**src/rtl/port_alloc_sched_if.sv**
```systemverilog
// Handshake and data bundle between the route-compute stage and the
// oldest-first port allocation scheduler.
interface port_alloc_sched_if #(
    parameter int NUM_PORT = 5,
    parameter int NUM_FLIT = 4,
    parameter int AGE_W    = 8
);
    logic                         start;
    logic [NUM_FLIT-1:0]          flit_valid;
    logic [NUM_FLIT*NUM_PORT-1:0] flit_req;
    logic [NUM_FLIT*AGE_W-1:0]    flit_age;
    logic [NUM_PORT-1:0]          port_avail;
    logic                         busy;
    logic                         done;
    logic [NUM_FLIT*NUM_PORT-1:0] flit_alloc;
    logic [NUM_FLIT-1:0]          flit_deflected;
    logic [NUM_PORT-1:0]          port_remain;

    modport master (
        output start, flit_valid, flit_req, flit_age, port_avail,
        input  busy, done, flit_alloc, flit_deflected, port_remain
    );

    modport slave (
        input  start, flit_valid, flit_req, flit_age, port_avail,
        output busy, done, flit_alloc, flit_deflected, port_remain
    );
endinterface

```
**src/rtl/port_alloc_sched.sv**
```systemverilog
// Sequential oldest-first port allocator: one flit granted per cycle, with
// deflection onto a free network port when no requested port remains.
module port_alloc_sched #(
    parameter int NUM_PORT = 5,
    parameter int NUM_FLIT = 4,
    parameter int AGE_W    = 8
) (
    input  logic               clk,
    input  logic               reset,
    port_alloc_sched_if.slave  bus
);
    localparam int IDX_W = (NUM_FLIT > 1) ? $clog2(NUM_FLIT) : 1;
    // The local/eject port (MSB) is never a deflection target.
    localparam logic [NUM_PORT-1:0] NET_MASK = {1'b0, {(NUM_PORT-1){1'b1}}};

    typedef enum logic [1:0] {IDLE, ALLOC, DONE} state_t;

    state_t                             state_reg, state_next;
    logic [NUM_FLIT-1:0]                pending_reg;
    logic [NUM_FLIT-1:0][NUM_PORT-1:0]  req_reg;
    logic [NUM_FLIT-1:0][AGE_W-1:0]     age_reg;
    logic [NUM_PORT-1:0]                avail_reg;
    logic [NUM_PORT-1:0]                remain_reg;
    logic [NUM_FLIT-1:0][NUM_PORT-1:0]  alloc_vec;
    logic [NUM_FLIT-1:0]                defl_vec;

    logic                accept;
    logic                sel_found;
    logic [IDX_W-1:0]    sel_idx;
    logic [AGE_W-1:0]    best_age;
    logic [NUM_FLIT-1:0] sel_oh;
    logic [NUM_PORT-1:0] sel_req, prod_cand, grant;
    logic                deflect;
    logic [NUM_FLIT-1:0] pending_next;
    logic [NUM_PORT-1:0] avail_next;

    function automatic logic [NUM_PORT-1:0] hi_bit(input logic [NUM_PORT-1:0] v);
        logic [NUM_PORT-1:0] r;
        r = '0;
        for (int p = 0; p < NUM_PORT; p++) begin
            if (v[p]) begin
                r    = '0;
                r[p] = 1'b1;
            end
        end
        return r;
    endfunction

    assign accept = bus.start && (state_reg == IDLE || state_reg == DONE);

    // Strict '>' keeps the lowest index on an age tie.
    always_comb begin
        sel_found = 1'b0;
        sel_idx   = '0;
        best_age  = '0;
        for (int i = 0; i < NUM_FLIT; i++) begin
            if (pending_reg[i] && (!sel_found || age_reg[i] > best_age)) begin
                sel_found = 1'b1;
                best_age  = age_reg[i];
                sel_idx   = IDX_W'(i);
            end
        end
    end

    always_comb begin
        sel_oh    = sel_found ? (NUM_FLIT'(1) << sel_idx) : '0;
        sel_req   = req_reg[sel_idx];
        prod_cand = sel_req & avail_reg;
        grant     = '0;
        deflect   = 1'b0;
        if (sel_found) begin
            if (prod_cand != '0) begin
                grant = hi_bit(prod_cand);
            end else if (sel_req != '0) begin
                grant   = hi_bit(avail_reg & NET_MASK);
                deflect = 1'b1;
            end
        end
        pending_next = pending_reg & ~sel_oh;
        avail_next   = avail_reg & ~grant;
    end

    always_ff @(posedge clk) begin
        if (reset) state_reg <= IDLE;
        else       state_reg <= state_next;
    end

    always_comb begin
        state_next = state_reg;
        case (state_reg)
            IDLE:    if (bus.start) state_next = ALLOC;
            ALLOC:   if (pending_next == '0) state_next = DONE;
            DONE:    state_next = bus.start ? ALLOC : IDLE;
            default: state_next = IDLE;
        endcase
    end

    always_comb begin
        bus.busy = (state_reg == ALLOC);
        bus.done = (state_reg == DONE);
    end

    always_ff @(posedge clk) begin
        if (reset) begin
            pending_reg <= '0;
            req_reg     <= '0;
            age_reg     <= '0;
            avail_reg   <= '0;
            remain_reg  <= '0;
        end else if (accept) begin
            pending_reg <= bus.flit_valid;
            req_reg     <= bus.flit_req;
            age_reg     <= bus.flit_age;
            avail_reg   <= bus.port_avail;
        end else if (state_reg == ALLOC) begin
            pending_reg <= pending_next;
            avail_reg   <= avail_next;
            if (pending_next == '0) remain_reg <= avail_next;
        end
    end

    // Each flit owns its grant/deflect result registers.
    generate
        for (genvar gi = 0; gi < NUM_FLIT; gi++) begin : g_flit
            logic [NUM_PORT-1:0] alloc_reg;
            logic                defl_reg;

            always_ff @(posedge clk) begin
                if (reset || accept) begin
                    alloc_reg <= '0;
                    defl_reg  <= 1'b0;
                end else if (state_reg == ALLOC && sel_oh[gi]) begin
                    alloc_reg <= grant;
                    defl_reg  <= deflect;
                end
            end

            assign alloc_vec[gi] = alloc_reg;
            assign defl_vec[gi]  = defl_reg;
        end
    endgenerate

    assign bus.flit_alloc     = alloc_vec;
    assign bus.flit_deflected = defl_vec;
    assign bus.port_remain    = remain_reg;
endmodule

```
**src/flat_wrapper.sv**
```systemverilog
// flat-port wrapper written by rule: the top's interface ports become plain ports
module port_alloc_sched_flat 
#(
    parameter int NUM_PORT = 5,
    parameter int NUM_FLIT = 4,
    parameter int AGE_W    = 8
)
  (clk, reset, bus_start, bus_flit_valid, bus_flit_req, bus_flit_age, bus_port_avail, bus_busy, bus_done, bus_flit_alloc, bus_flit_deflected, bus_port_remain);
  port_alloc_sched_if #(.NUM_PORT(NUM_PORT), .NUM_FLIT(NUM_FLIT), .AGE_W(AGE_W)) bus_i ();
  input  logic clk;
  input  logic reset;
  input wire logic [$bits(bus_i.start)-1:0] bus_start;
  input wire logic [$bits(bus_i.flit_valid)-1:0] bus_flit_valid;
  input wire logic [$bits(bus_i.flit_req)-1:0] bus_flit_req;
  input wire logic [$bits(bus_i.flit_age)-1:0] bus_flit_age;
  input wire logic [$bits(bus_i.port_avail)-1:0] bus_port_avail;
  output wire logic [$bits(bus_i.busy)-1:0] bus_busy;
  output wire logic [$bits(bus_i.done)-1:0] bus_done;
  output wire logic [$bits(bus_i.flit_alloc)-1:0] bus_flit_alloc;
  output wire logic [$bits(bus_i.flit_deflected)-1:0] bus_flit_deflected;
  output wire logic [$bits(bus_i.port_remain)-1:0] bus_port_remain;
  assign bus_i.start = bus_start;
  assign bus_i.flit_valid = bus_flit_valid;
  assign bus_i.flit_req = bus_flit_req;
  assign bus_i.flit_age = bus_flit_age;
  assign bus_i.port_avail = bus_port_avail;
  assign bus_busy = bus_i.busy;
  assign bus_done = bus_i.done;
  assign bus_flit_alloc = bus_i.flit_alloc;
  assign bus_flit_deflected = bus_i.flit_deflected;
  assign bus_port_remain = bus_i.port_remain;
  port_alloc_sched #(.NUM_PORT(NUM_PORT), .NUM_FLIT(NUM_FLIT), .AGE_W(AGE_W)) u_core (.clk(clk), .reset(reset), .bus(bus_i));
endmodule
```
**config.mk**
```make
export PLATFORM = sky130hd
export DESIGN_NAME = port_alloc_sched_flat
export DESIGN_NICKNAME = d
export VERILOG_FILES = /design/src/rtl/port_alloc_sched_if.sv /design/src/rtl/port_alloc_sched.sv /design/src/flat_wrapper.sv
export SDC_FILE = /design/constraint.sdc
export NUM_CORES = 1
export LEC_CHECK = 0
export ABC_CLOCK_PERIOD_IN_PS = 7750
export CORE_MARGIN = 4
export CORE_UTILIZATION = 35
export DETAILED_ROUTE_END_ITERATION = 8
export PLACE_DENSITY = 0.6
export SYNTH_ARGS = -nofsm -noshare
export SYNTH_HDL_FRONTEND = slang
export SYNTH_SLANG_ARGS = --single-unit
```
**constraint.sdc**
```tcl
create_clock -name clk -period 7.75 [get_ports clk]
set_clock_uncertainty 0.1 [all_clocks]
set_input_delay 1.55 -clock clk [delete_from_list [all_inputs] [get_ports clk]]
set_output_delay 1.55 -clock clk [all_outputs]
set_load 0.005 [all_outputs]
```
==> reports/qor.yml <==
cp_common_cell: "a21oi_1"
drc: 0
clock_sink_count: 92
multiInputGateArea_um2: 2710
num_vias: 4537
drt-total-wl_um: 14000
die_width_um: 125
first_pass_iters: 5
htree_levels: 3
n_antenna_cell: 0
cts_root_buf: "clkbuf_16"
min_period_ns: 7.13
ff_latch_area_um2: 1840
timing.setup.tns_ns: 0
grt_first_pass_wirelength_um: 22900
netlist_instances: 602
hold_viol_final: 0
post-dp-hpwl_um: 10800
worst_setup_path_end_kind: "flop"
io_buffer_count: 94
min_delay_path_depth: 2
grt_remaining_overflow: 0
tritoncts: "done"
final.fill_count: 1351
max_stage_delay_ns: 0.67
worstPathRequired_ns: 7.86
post_cts_resize_count: 0
clkTransAtPathRegs_ns: 0.07
grt_setup_unrepaired: "no"
maxCapViolations: 0
cellPowerDensity_nw_per_um2: 203
synthArstFlopShare_pct: 0
peakVddDrop_uv: 112
grt_start_max_net_pins: 72
cell_area_after_synthesis_um2: 4750
core-area_um2: 13300
postRouteAntennaNets: 0
critPathSlowestCell: "dfxtp_1"
worst-path-max-fanout: 21
row_count: 42
crit_arrival_ns: 7.23
max_reg_flops: 32
postCtsSetupBuffers: 0
grt_pass1_vias: 4370
synth_enable_flop_cells: 0
post_synth_num_cell_types: 62
cts_buffers: 9
fp.dieArea_um2: 15500
drive_gt1_share_pct: 6.64
max_slew.worst_pin.slew_ns: 0.886
dominantRegCellSynth: "dfxtp_1"
dieHeight_um: 125
final.period_utilization_pct: 91.9
holdBufCountCts: 0
flow.area_growth_from_synthesis_pct: 28.9
antenna_found_initial: 0
via_per_inst: 5.31
synthesis.area_per_instance_um2: 7.90
synth_fp_nets: 690
worst_hold_path_type: "reg2reg"
outcome: "completed"
finalNetCount: 762
worstSkewPairLatency_ns: 0.35
io_count: 95
path_class: "reg2reg"
drtIter0Drc: 290
grt_util_all_layers_pct: 18.3
static-leakage-power_nw: 2.29
yosys_warnings: 0
timing.final.max_slew_violations: 0
initial_utilization_pct: 35.8
cts_buffer_depth: 2
max-slew-margin-rel_pct: 40.5
achievable-frequency_mhz: 140
synth-seq-cells: 92
place_congestion: 0.911
design_power_total_w: 0.00124
ys_seq_area_share_pct: 38.7
avgRoutedWirePerCell_um: 16.4
setup.worst_path.start_class: "flop"
cells_on_worst_reg2reg_path: 26
final_setup_violations: 0
## cell usage in the layout (no fill, tap or decap), types with 4 or more instances in the layout
cell / netlist / routed
nand2_1: 145 / 145
a21oi_1: 100 / 99
clkdlybuf4s50_1: 0 / 93
dfxtp_1: 92 / 92
nor2_1: 34 / 34
ha_1: 24 / 24
o21ai_0: 18 / 18
inv_1: 12 / 12
a21o_1: 12 / 11
nand3_1: 11 / 11
clkbuf_16: 0 / 9
nor3_1: 8 / 8
mux2i_1: 7 / 7
nand4_1: 6 / 6
o211ai_1: 5 / 5
a211o_1: 5 / 5
a22oi_1: 5 / 5
a311oi_1: 5 / 5
buf_4: 5 / 5
nor2b_1: 5 / 4
or2_1: 4 / 4
o21ai_1: 4 / 4
o21a_1: 4 / 4
## where the power goes
part	internal (W)	total [W]	leakage [nW]	switching (W)
logic	0.0000996	0.000230	1.38	0.000130
registers	0.000494	0.000516	0.752	0.0000219
clock network	0.000314	0.000497	0.158	0.000184
## cell families after synthesis
logic type / share of synthesized area (%)
and+or+nand+nor: 23.1
AOI/OAI and AO/OA: 25.5
adders and majority gates: 6.32
buffers and inverters: 4.58
DFF: 38.7
muxes: 1.71
## path summary, 6_finish.rpt
path	slack (ns)	to	startpoint
hold / removal	0.36	u_core.age_reg[0]	u_core.age_reg[0]
setup / recovery	0.62	u_core.avail_reg[2]	u_core.pending_reg[0]
hold reg to reg	0.36	u_core.age_reg[0]	u_core.age_reg[0]
setup reg to reg	0.62	u_core.avail_reg[2]	u_core.pending_reg[0]
## critical path: cells and delay by family, from the launching register on
| kind | cells | cell delay (ns) |
|---|---|---|
| compound gates | 14 | 3.48 |
| fa+ha+maj | 3 | 0.98 |
| flops | 1 | 0.67 |
| simple gates | 9 | 1.75 |
## Yosys cell counts, drive strengths merged, types with 2 or more instances
library cell | number | share of area [%]
or2 | 4 | 0.53
a311oi | 5 | 0.92
nor2 | 35 | 2.8
a22oi | 5 | 0.79
clkbuf | 26 | 2.1
nand4 | 8 | 1.3
nand2 | 145 | 11
a2111oi | 2 | 0.39
and2 | 3 | 0.39
a21o | 12 | 1.9
o21a | 4 | 0.63
inv | 12 | 0.95
nor2b | 5 | 0.66
o211ai | 5 | 0.79
and4 | 3 | 0.55
nand3 | 13 | 1.6
o31ai | 4 | 0.92
mux2i | 7 | 1.5
o311ai | 3 | 0.55
nor3 | 10 | 1.3
buf | 12 | 1.6
and3 | 2 | 0.26
o21ai | 22 | 2.3
nand3b | 3 | 0.55
a211o | 5 | 0.92
a211oi | 5 | 1.3
o41ai | 2 | 0.37
nand2b | 3 | 0.39
a31oi | 3 | 0.53
a21oi | 101 | 11
a31o | 2 | 0.37
ha | 24 | 6.3
dfxtp | 92 | 39
## per-stage QoR
step           cells  instance area [um^2]  hold WS [ns]  setup slack (ns)  util [%]
4_1_cts          854                  6120         0.358             0.283      46.1
2_1_floorplan    602                  4750         0.332              1.21         -
6_report         854                  6130         0.358             0.625      46.1
3_3_place_gp     839                  5790         0.345             0.523      43.5
3_5_place_dp     839                  5790         0.349             0.308      43.5
5_1_grt          854                  6130         0.379            0.0110      46.1
## routing by layer
layer	share of wire (%)	track usage [%]	routed length (um)
met1	46	23.5	6420
met2	48	30.5	6670
met3	5.4	4.93	759
met4	1.2	4.77	167
met5	0	0	0
## final cells by class
class                           instances  share of cell area [%]
Clock buffer                            9                    3.67
Multi-Input combinational cell        460                    44.2
Tap cell                              176                    3.59
Timing Repair Buffer                   99                    15.9
Clock inverter                          6                    1.86
Inverter                               12                   0.735
Sequential cell                        92                    30.0
Power figures use the tool's default switching activity.
==> variant 1: new RTL, same settings <==
`NUM_FLIT` is set to 4 in 3 places; all go to 8.
--- a/src/rtl/port_alloc_sched_if.sv
+++ b/src/rtl/port_alloc_sched_if.sv
@@ -2,7 +2,7 @@
 // oldest-first port allocation scheduler.
 interface port_alloc_sched_if #(
     parameter int NUM_PORT = 5,
-    parameter int NUM_FLIT = 4,
+    parameter int NUM_FLIT = 8,
     parameter int AGE_W    = 8
 );
     logic                         start;
--- a/src/rtl/port_alloc_sched.sv
+++ b/src/rtl/port_alloc_sched.sv
@@ -2,7 +2,7 @@
 // deflection onto a free network port when no requested port remains.
 module port_alloc_sched #(
     parameter int NUM_PORT = 5,
-    parameter int NUM_FLIT = 4,
+    parameter int NUM_FLIT = 8,
     parameter int AGE_W    = 8
 ) (
     input  logic               clk,
--- a/src/flat_wrapper.sv
+++ b/src/flat_wrapper.sv
@@ -2,7 +2,7 @@
 module port_alloc_sched_flat 
 #(
     parameter int NUM_PORT = 5,
-    parameter int NUM_FLIT = 4,
+    parameter int NUM_FLIT = 8,
     parameter int AGE_W    = 8
 )
   (clk, reset, bus_start, bus_flit_valid, bus_flit_req, bus_flit_age, bus_port_avail, bus_busy, bus_done, bus_flit_alloc, bus_flit_deflected, bus_port_remain);
Interface: changed (5 resized); port bits go from 95 to 175. The function was not compared with the original's and may differ.
==> variant 1 against the original RTL <==
The flow now finishes with violations (negative setup slack). Cell area is 140% higher. Die area grew 82%. Largest cell class unchanged. Highest routed layer unchanged. Area after synthesis is 89% higher. Total power grew to 2.6 times the old value. Sequential cell count up 80. Routed wire length increased by 130%. Critical path depth is 31 higher. Worst setup slack got worse by 4900 ps.
==> variant 1: results (changes against the original RTL) <==
- Status: finished with violations
- Failing checks: negative setup slack
- M2 GR Usage: 35.7% (+5.3 points)
- Synth area leaders: dfxtp_1, nand2_1, a21oi_1, ha_1, nand3_1
- Overall routing resource usage: 21.2% (+2.9 points)
- Mean Syn Cell Area: 7.93 sq um (+0.35%)
- Met1 Track Usage GR: 28.1% (+4.5 points)
- DP Wirelength: 22,000 um (+100%)
- Routed wl met3: 1300 um (+72%)
- IO Port Bufs: 174 (+85%)
- Global-route wire length before repair: 49,100 um (+110%)
- DR iter-0 viols: 650 (+120%)
- Slew HR: 5.51% (-35 points)
- Post-Route Setup TNS: -271,220 ps (-271,220 ps)
- Largest register FFs: 64 (+100%)
- Non-filler cells, final: 1,816 (+110%)
- Share of cells above drive strength 1: 31.0% (+24 points)
- GR Util met3: 3.80% (-1.1 points)
- H-tree depth: 4 (+1)
- Seq/Total Area, Yosys: 38.3% (-0.42 points)
- Max incr delay on CP: 480 ps (-190 ps)
- Reg2Reg Depth: 57 (+120%)
- Most common library cells after synthesis: nand2_1, dfxtp_1, a21oi_1, nand3_1, ha_1
- Cell leakage power: 5.82 nW (+150%)
- Worst setup margin: -4260 ps (-4880 ps)
- Largest net degree at the start of global routing: 108 (+50%)
- Total vias in the final route: 9,668 (+110%)
- CP Data Arrival Time: 12,280 ps (+5050 ps)
- Crit-path slowest cell: o41a_1
- Placed cells: 1,723 (+110%)
- Nets: 1,649 (+120%)
- Maximum VDD drop: 0.000149 V (+32%)
- Endpoints failing setup: 68 (+68)
[variant 1: repair_timing]
action,in CTS,in global routing
resized for setup,111,143
setup buffers,30,30
pin swaps,62,78
cloned,2,2
endpoints found under the setup margin,68,68
[variant 1: how the worst min path moves through the flow]
| stage | startpoint | endpoint | slack (ps) | cells after the start |
|---|---|---|---|---|
| finish | u_core.req_reg[6] | u_core.req_reg[6] | 350 | 2 |
| global route | u_core.req_reg[6] | u_core.req_reg[6] | 370 | 2 |
| CTS | u_core.req_reg[6] | u_core.req_reg[6] | 350 | 2 |
| detailed placement | u_core.req_reg[6] | u_core.req_reg[6] | 340 | 2 |
| global placement | u_core.req_reg[6] | u_core.req_reg[6] | 340 | 2 |
| floorplan | u_core.req_reg[19] | u_core.req_reg[19] | 330 | 2 |
[variant 1: final cells by class]
type,instances,area [sq um]
Fill cell,2203,10500
Inverter,33,124
Clock inverter,15,200
Sequential cell,172,3450
Clock buffer,17,425
Multi-Input combinational cell,847,6470
Timing Repair Buffer,402,3690
Tap cell,330,413
[variant 1: report_power, final]
| group | switching (mW) | total, mW | leakage (nW) | internal, mW |
|---|---|---|---|---|
| Sequential | 0.0472 | 0.975 | 1.41 | 0.928 |
| Combinational | 0.680 | 1.36 | 4.11 | 0.681 |
| Clock | 0.396 | 0.917 | 0.307 | 0.521 |
| Total | 1.12 | 3.25 | 5.82 | 2.13 |
[variant 1: cells by family after synthesis]
| family | share of synthesized area (%) |
|---|---|
| mux | 3.62 |
| compound gates | 23.5 |
| buf+inv | 5.37 |
| simple gates | 21.4 |
| fa+ha+maj | 7.80 |
| flops | 38.3 |
[variant 1: tightest hold or removal path: cells and delay by family, from the launching register on]
kind	cells	cell delay (ps)
flip-flops	1	310
AND/OR/NAND/NOR	1	50
AO/OA/AOI/OAI	1	50
==> variant 2: new RTL, same flow settings <==
Without the edit above. Make the reset (`reset`) asynchronous in 2 clocked blocks.
--- a/src/rtl/port_alloc_sched.sv
+++ b/src/rtl/port_alloc_sched.sv
@@ -80,7 +80,7 @@
         avail_next   = avail_reg & ~grant;
     end
 
-    always_ff @(posedge clk) begin
+    always_ff @(posedge clk or posedge reset) begin
         if (reset) state_reg <= IDLE;
         else       state_reg <= state_next;
     end
@@ -100,7 +100,7 @@
         bus.done = (state_reg == DONE);
     end
 
-    always_ff @(posedge clk) begin
+    always_ff @(posedge clk or posedge reset) begin
         if (reset) begin
             pending_reg <= '0;
             req_reg     <= '0;
Formal check against the unedited RTL: differs if reset is asserted again (counterexample within 4 cycles, from zero or initial values and one cycle with reset high); with reset held inactive, the same outputs for 4 cycles.
==> variant 2 against the original RTL <==
Sequential share of layout area is 5.1 points higher. Routed wire length is 7.7% lower. Area after synthesis is 1.5% higher. Global-route usage is 1.3 points lower. Worst setup slack better by 56 ps. Sequential cell count stayed put. Cell area is 1.3% higher. Critical path depth is 2 lower. Critical path type unchanged.
Power is not compared: it rests on default switching activity, and its combinational part moved more than twofold at a synthesized area within 25%.
==> variant 2: results (changes against the original RTL) <==
- CP Data Arrival Time: 7210 ps (-20 ps)
- Dpl ws: 589 ps (+280 ps)
- Gpl congestion: 0.877 (-3.7%)
- Hold EP: u_core.age_reg[0]
- Overall routing resource usage: 17.0% (-1.3 points)
- Post-route design area: 6210 sq um (+1.3%)
- Met1 Track Usage GR: 24.4% (+0.84 points)
- Min Clock Period, post-route: 7070 ps (-56.0 ps)
- WL met2: 5960 um (-11%)
- Reg2reg start: u_core.pending_reg[0]
- M1 WL: 6200 um (-3.4%)
- Largest net degree at the start of global routing: 70 (-2.8%)
- HP Start: u_core.age_reg[0]
- Reg2Reg Depth: 24 (-7.7%)
- Nets: 746 (-2.1%)
- GR Util met3: 3.45% (-1.5 points)
- Asr flop ratio synth: 73.9% (+74 points)
- Status: completed
- Mapped Cells: 574 (-4.7%)
- Avg WL per Cell: 15.4 um (-6.1%)
- Post-DP Area: 5920 sq um (+2.4%)
- Post-synth cell types: 61 (-1.6%)
- Synth Net Count: 662 (-4.1%)
- Flop-to-flop setup slack: 680 ps (+60 ps)
- Worst Hold Slack: 380 ps (+22.4 ps)
- Most common library cells after synthesis: nand2_1, dfrtp_1, a21oi_1, o21ai_0, nor2_1
- Max incr delay on CP: 630 ps (-40 ps)
- Share of cells above drive strength 1: 6.79% (+0.15 points)
- Placed cells: 823 (-1.9%)
==> variant 2: final cells by class <==
| cell class | count | area share (%) |
|---|---|---|
| Multi-Input combinational cell | 442 | 40.0 |
| Sequential cell | 92 | 35.1 |
| Timing Repair Buffer | 101 | 16.0 |
| Clock buffer | 9 | 3.63 |
| Tap cell | 176 | 3.55 |
| Clock inverter | 7 | 0.927 |
| Inverter | 12 | 0.726 |
==> variant 2: power groups by stage <==
stage	Combinational, mW	Sequential (mW)	Clock (mW)
2_1_floorplan	1.10	0.784	0
3_3_place_gp	1.44	0.856	0
3_5_place_dp	1.49	0.854	0
4_1_cts	1.49	0.847	0.433
5_1_grt	1.69	0.873	0.454
6_report	1.49	0.847	0.419
==> variant 2: kinds of logic after synthesis <==
family | count (synthesis) | synth area share [%]
AND/OR/NAND/NOR | 272 | 24.6
AO/OA/AOI/OAI | 134 | 17.9
flip-flops | 92 | 45.2
buffers and inverters | 40 | 3.45
adder cells (fa/ha/maj) | 24 | 6.22
multiplexers | 12 | 2.59
